## config.mk

```make
export PLATFORM = sky130hd
export DESIGN_NAME = seq_scan_ctrl
export DESIGN_NICKNAME = d
export VERILOG_FILES = /design/src/rtl/seq_scan_ctrl_pkg.sv /design/src/rtl/seq_scan_ctrl_match.sv /design/src/rtl/seq_scan_ctrl.sv
export SDC_FILE = /design/constraint.sdc
export NUM_CORES = 1
export LEC_CHECK = 0
export ABC_AREA = 0
export BUFFER_PORTS_ARGS = -buffer_cell sky130_fd_sc_hd__buf_4
export CAP_MARGIN = 30
export CELL_PAD_IN_SITES_DETAIL_PLACEMENT = 0
export CELL_PAD_IN_SITES_GLOBAL_PLACEMENT = 1
export CORE_AREA = 2 2 79 81
export CTS_BUF_LIST = sky130_fd_sc_hd__clkbuf_8
export CTS_CLUSTER_SIZE = 12
export DETAILED_ROUTE_END_ITERATION = 12
export DIE_AREA = 0 0 81 83
export HOLD_SLACK_MARGIN = 0.02
export PLACE_DENSITY = 0.82
export SLEW_MARGIN = 20
export SYNTH_ARGS = -nofsm -noshare
export SYNTH_HDL_FRONTEND = slang
export SYNTH_HIERARCHICAL = 1
export SYNTH_SLANG_ARGS = --single-unit
```

## constraint.sdc

```tcl
create_clock -name CLK -period 2.2 [get_ports CLK]
set_input_delay 0.11 -clock CLK [delete_from_list [all_inputs] [get_ports CLK]]
set_output_delay 0.11 -clock CLK [all_outputs]
set_load 0.1 [all_outputs]
```

## src/rtl/seq_scan_ctrl_pkg.sv

```systemverilog
// seq_scan_ctrl_pkg
//   Shared constants and FSM encoding for the serial pattern scanner.
//   DEF_W  : default word width / pattern length in bits
//   DEF_CW : default hit-counter width
package seq_scan_ctrl_pkg;

    localparam int DEF_W  = 8;
    localparam int DEF_CW = 8;

    typedef enum logic {
        ST_IDLE  = 1'b0,
        ST_SHIFT = 1'b1
    } state_t;

endpackage

```

## src/rtl/seq_scan_ctrl_match.sv

```systemverilog
// seq_match
//   W-bit history window, saturating fill count and comparator.
//   Ports:
//     CLK, RST  : clock, synchronous active-high reset
//     BVLD      : a new serial bit is presented this cycle
//     BIT       : serial bit (oldest bit ends up in MSB of the window)
//     PAT       : pattern to compare against
//     FILL_CLR  : zero the fill count (history itself is kept)
//     HIT       : one-cycle pulse after the edge that completed a match
module seq_match #(
    parameter int W = 8
) (
    input  logic         CLK,
    input  logic         RST,
    input  logic         BVLD,
    input  logic         BIT,
    input  logic [W-1:0] PAT,
    input  logic         FILL_CLR,
    output logic         HIT
);

    localparam int FW = $clog2(W + 1);

    logic [W-1:0]  r_hist;
    logic [FW-1:0] r_fill;
    logic          r_hit;
    logic [W-1:0]  w_hist_nxt;
    logic [FW-1:0] w_fill_nxt;

    // Compare against the post-shift window so HIT lands in the cycle
    // right after the completing edge.
    always_comb begin
        w_hist_nxt = {r_hist[W-2:0], BIT};
        w_fill_nxt = (r_fill == FW'(W)) ? r_fill : r_fill + FW'(1);
    end

    always_ff @(posedge CLK) begin
        if (RST) begin
            r_hist <= '0;
            r_fill <= '0;
            r_hit  <= 1'b0;
        end else begin
            r_hit <= 1'b0;
            if (FILL_CLR) begin
                r_fill <= '0;
            end else if (BVLD) begin
                r_hist <= w_hist_nxt;
                r_fill <= w_fill_nxt;
                r_hit  <= (w_hist_nxt == PAT) && (w_fill_nxt == FW'(W));
            end
        end
    end

    assign HIT = r_hit;

endmodule

```

## src/rtl/seq_scan_ctrl.sv

```systemverilog
// seq_scan_ctrl
//   Accepts W-bit words, serializes them MSB first into seq_match and
//   keeps a saturating hit count with a sticky threshold interrupt.
//   Ports:
//     CLK, RST        : clock, synchronous active-high reset
//     EN              : scan enable, gates acceptance of new words
//     PDIN/PVLD/PRDY  : parallel word handshake
//     PAT/PAT_LD      : pattern load (honoured only in IDLE)
//     THR/IRQ_CLR     : interrupt threshold / clear of IRQ and count
//     HIT/CNT/IRQ     : match pulse, saturating count, sticky interrupt
//     BUSY            : a word is being shifted
module seq_scan_ctrl
    import seq_scan_ctrl_pkg::*;
#(
    parameter int W  = DEF_W,
    parameter int CW = DEF_CW
) (
    input  logic          CLK,
    input  logic          RST,
    input  logic          EN,
    input  logic [W-1:0]  PDIN,
    input  logic          PVLD,
    output logic          PRDY,
    input  logic [W-1:0]  PAT,
    input  logic          PAT_LD,
    input  logic [CW-1:0] THR,
    input  logic          IRQ_CLR,
    output logic          HIT,
    output logic [CW-1:0] CNT,
    output logic          IRQ,
    output logic          BUSY
);

    localparam int BW = (W > 1) ? $clog2(W) : 1;

    state_t        r_state, w_state_nxt;
    logic [W-1:0]  r_word;
    logic [BW-1:0] r_bcnt;
    logic [W-1:0]  r_pat;
    logic [CW-1:0] r_cnt, w_cnt_nxt;
    logic          r_irq, w_irq_nxt;
    logic          w_hs;
    logic          w_hit;
    logic          w_fill_clr;

    // FSM next state and handshake outputs.
    always_comb begin
        w_state_nxt = r_state;
        PRDY        = 1'b0;
        BUSY        = 1'b0;
        case (r_state)
            ST_IDLE: begin
                PRDY = EN && !RST;
                if (PVLD && PRDY) w_state_nxt = ST_SHIFT;
            end
            ST_SHIFT: begin
                BUSY = 1'b1;
                // Ready again in the last bit cycle so words stream gap-free.
                PRDY = EN && !RST && (r_bcnt == '0);
                if (r_bcnt == '0) w_state_nxt = (PVLD && PRDY) ? ST_SHIFT : ST_IDLE;
            end
            default: w_state_nxt = ST_IDLE;
        endcase
        w_hs = PVLD && PRDY;
    end

    always_ff @(posedge CLK) begin
        if (RST) begin
            r_state <= ST_IDLE;
            r_word  <= '0;
            r_bcnt  <= '0;
        end else begin
            r_state <= w_state_nxt;
            if (w_hs) begin
                r_word <= PDIN;
                r_bcnt <= BW'(W - 1);
            end else if (r_state == ST_SHIFT) begin
                r_bcnt <= r_bcnt - BW'(1);
            end
        end
    end

    assign w_fill_clr = PAT_LD && (r_state == ST_IDLE);

    always_ff @(posedge CLK) begin
        if (RST)             r_pat <= '0;
        else if (w_fill_clr) r_pat <= PAT;
    end

    seq_match #(.W(W)) u_match (
        .CLK      (CLK),
        .RST      (RST),
        .BVLD     (r_state == ST_SHIFT),
        .BIT      (r_word[r_bcnt]),
        .PAT      (r_pat),
        .FILL_CLR (w_fill_clr),
        .HIT      (w_hit)
    );

    // A hit coinciding with IRQ_CLR survives as a count of one.
    always_comb begin
        if (IRQ_CLR)    w_cnt_nxt = w_hit ? CW'(1) : '0;
        else if (w_hit) w_cnt_nxt = (r_cnt == '1) ? r_cnt : r_cnt + CW'(1);
        else            w_cnt_nxt = r_cnt;
        w_irq_nxt = (r_irq && !IRQ_CLR) || ((THR != '0) && (w_cnt_nxt >= THR));
    end

    always_ff @(posedge CLK) begin
        if (RST) begin
            r_cnt <= '0;
            r_irq <= 1'b0;
        end else begin
            r_cnt <= w_cnt_nxt;
            r_irq <= w_irq_nxt;
        end
    end

    assign HIT = w_hit;
    assign CNT = r_cnt;
    assign IRQ = r_irq;

endmodule

```

==> metrics.md <==
| Metric | Value |
|---|---|
| Post-layout util | `48.6%` |
| Mean Syn Cell Area | `8.83 um^2` |
| Clock root cell | `clkbuf_8` |
| Dpl hpwl | `between 3 and 4 mm` |
| Pwr dens | `543 nW/um^2` |
| Net load switching power | `between 300 and 400 uW` |
| Post-synth top area share | `37.3%` |
| Initial Util | `a little under two fifths` |
| CTS tree | `built` |
| Num Clock Sinks | `41` |
| Critical path launch point | `CNT[0]` |
| Tmin final | `2.16 ns` |
| Critical path class | `reg2reg` |
| Flop pwr share | `51.1%` |
| Max VDD drop | `0.328 mV` |
| Met1 Use GR | `18.4%` |
| Fin. max-slew vios | `0` |
| Worst Hold Path EP | `r_word[0]` |
| CP Capture Type | `register` |
| Clock power share | `32.9%` |
| Non-filler instance count after layout | `372` |
| Die H | `between 80 and 90 um` |
| Worst endpoint required time | `2.39 ns` |
| Ys flop type | `dfxtp_1` |
| Post-synth EDFFs | `0` |
| Clock insertion delay at the later pin of the skew report | `0.29 ns` |
| Layout cells sized above 1 | `31.3%` |
| Placed cell count | `361` |
| Die ar. | `6720 um^2` |
| Vias in the first global route | `1738` |
| RR Endpoint | `IRQ` |
| First-pass GRT wire length | `7.59 mm` |
| Yosys reg bits | `41` |
| CP max FO | `4` |
| Final Skew | `0.0116 ns` |
| Tcrit/Tclk final | `a little over nine tenths` |
| Final Hold Viols | `0` |
| Worst r2r path cells | `9` |
| Arr. time, crit path | `2.35 ns` |
| Final #Nets | `around 340` |
| # rows | `28` |
| Routed via count | `1794` |
| Drt wl/cell | `between 10 and 15 um` |
| RSZ-0062 raised after global routing | `yes` |
| Syn. warnings | `6` |
| Synth Instances | `249` |
| Pre-CTS setup slack | `approximately 0.015 ns` |
| Drt first pass iters | `4` |
| WHS Path Cells | `2` |
| GR Util met3 | `3.04%` |
| Met2 usage | `22.2%` |
| Gpl congestion | `0.756` |
| Largest net degree at the start of global routing | `20` |
| Least-Margin Pin Slew | `0.396 ns` |
| Cell Int Power | `1.13 mW` |
| Min-Delay Path Class | `in2reg` |
| Final Power | `1.53 mW` |
| Leakage | `1.23 nW` |
| Initial antenna violation count | `0` |
| N_diodes | `0` |
| Post-synth cell types | `46` |
| Max_cap viols | `0` |
| R2R Setup Slk | `0.04 ns` |
| Outcome | `finished, final reports clean` |
| # setup viols final | `0` |
| RR Startpoint | `CNT[0]` |
| Final worst slack | `0.0434 ns` |
| Final wirelength | `4.42 mm` |
| Relative slew margins | `73.6%` |
| Drt drc | `0` |
| Synth area leaders | `dfxtp_1, ha_1, nand2_1` |
| GRT Overall Usage | `13.9%` |
| Most Crowded Layer GR | `met2` |
| Sw Ratio | `26.0%` |
| Yosys top cell by area | `dfxtp_1` |
| Die X | `81 um` |
| Startpoint types | `register` |
| Post-CTS Hold Buffers | `0` |
| Syn_nets | `292` |
| Fmax | `464 MHz` |
| Antenna-violating nets left | `0` |
| Deepest clock path buffer count | `2` |
| Total CTS buffers | `5` |
| Htree depth | `2` |
| Clock-pin slew on the worst setup and hold paths | `0.08 ns` |
| Critical hold path startpoint | `PDIN[0]` |
| IO buf count | `41` |
| Initial DRC count | `between 40 and 50` |
| Number of I/O pins | `42` |
| Fraction of registers with async set/reset | `0%` |
| Post-synthesis sequential area ratio | `37.3%` |
| Comb power frac | `16.0%` |
| GRT overflow | `0` |
| Area grow syn2layout | `28.5%` |
| Routed vias/inst | `between 4 and 5` |
| Core Footprint | `5820 um^2` |
| Setup_tns | `0 ns` |
| Cell Area, Synth | `2200 um^2` |
## repair_timing
action / 4_1_cts / 5_1_grt
buffers inserted: 0 / 3
resized for setup: 0 / 6
setup endpoints to repair: 0 / 1
## power by group through the flow
stage / Clock (mW) / Sequential, mW / Combinational [mW]
finish: 0.504 / 0.784 / 0.245
global route: 0.549 / 0.789 / 0.271
CTS: 0.521 / 0.784 / 0.247
detailed placement: 0 / 0.802 / 0.246
global placement: 0 / 0.802 / 0.243
floorplan: 0 / 0.808 / 0.156
## cell usage in the layout (no fill, tap or decap), types with 3 or more instances in the layout
cell / count
dfxtp_1: 31
nand2_1: 39
mux2i_1: 4
xnor2_1: 6
clkbuf_8: 6
o21ai_1: 3
nand4_1: 7
nor3_1: 5
a21oi_1: 18
nor4_1: 3
nand2b_1: 4
nor2_1: 18
inv_1: 14
nor2b_1: 9
dfxtp_4: 9
ha_1: 12
mux2_4: 7
xor2_1: 9
buf_4: 48
o21ai_0: 3
## layer usage
metal  share of wire, %  wire length [um]  vias up
met1                 48              2120      818
met2                 47              2100       31
met4                1.1                50        0
met5                  0                 0        -
li1                   -                 -      941
met3                3.4               152        4
## cell usage after synthesis, drive strengths merged, types with 3 or more instances
library cell	number
clkbuf	4
xnor2	6
buf	4
ha	13
inv	14
nand4	8
nand2	41
mux2i	6
o21ai	8
nor2b	9
nor3	6
nor2	20
xor2	9
dfxtp	41
nand2b	6
nor4	3
mux2	9
a21oi	19
## per-stage QoR
stage / hold WS (ns) / instance area, um^2
after floorplan: 0.179 / 2280
after global placement: 0.322 / 2670
after detailed placement: 0.331 / 2670
after CTS: 0.0251 / 2770
after global routing: 0.0274 / 2820
final: 0.0357 / 2820
## cell type report
class	count	area (um^2)
clock inverters	2	10.0
flip-flops and latches	41	856
multi-input cells	186	1370
clock buffers	6	82.6
inverters	14	52.6
well taps	75	93.8
repair buffers	48	360
fillers	587	2990
## worst max-delay path by stage
stage | to | slack, ns | depth (start not counted)
finish | IRQ | 0.04 | 9
detailed placement | IRQ | 0.02 | 10
global placement | IRQ | 0.05 | 9
CTS | IRQ | 0.0003 | 10
global route | IRQ | -0.05 | 9
floorplan | IRQ | -0.13 | 10
## logic make-up after synthesis
| kind of cell | after synthesis | synth area share, % |
|---|---|---|
| simple gates | 104 | 24.0 |
| mux | 17 | 10.6 |
| buf+inv | 22 | 4.27 |
| compound gates | 37 | 10.4 |
| flops | 41 | 37.3 |
| xor+xnor | 15 | 5.98 |
| fa+ha+maj | 13 | 7.40 |
## sequential cells by signal, indices dropped and copies added (netlist names)
register,cells
CNT,8
IRQ,1
r_bcnt,3
r_pat,8
r_state,1
r_word,8
u_match/HIT,1
u_match/r_fill,4
u_match/r_hist,7
## worst max-delay path, stage by stage, from the launching register on
cell and delay [ns]:
dfxtp_4 0.36, ha_4 0.16, nand4_4 0.10, o21ai_4 0.20
mux2i_2 0.26, nor2_1 0.07, ha_1 0.31, a2111oi_4 0.34
nor3_1 0.07, o21a_1 0.18
No activity file was read; power rests on OpenSTA's default activity.
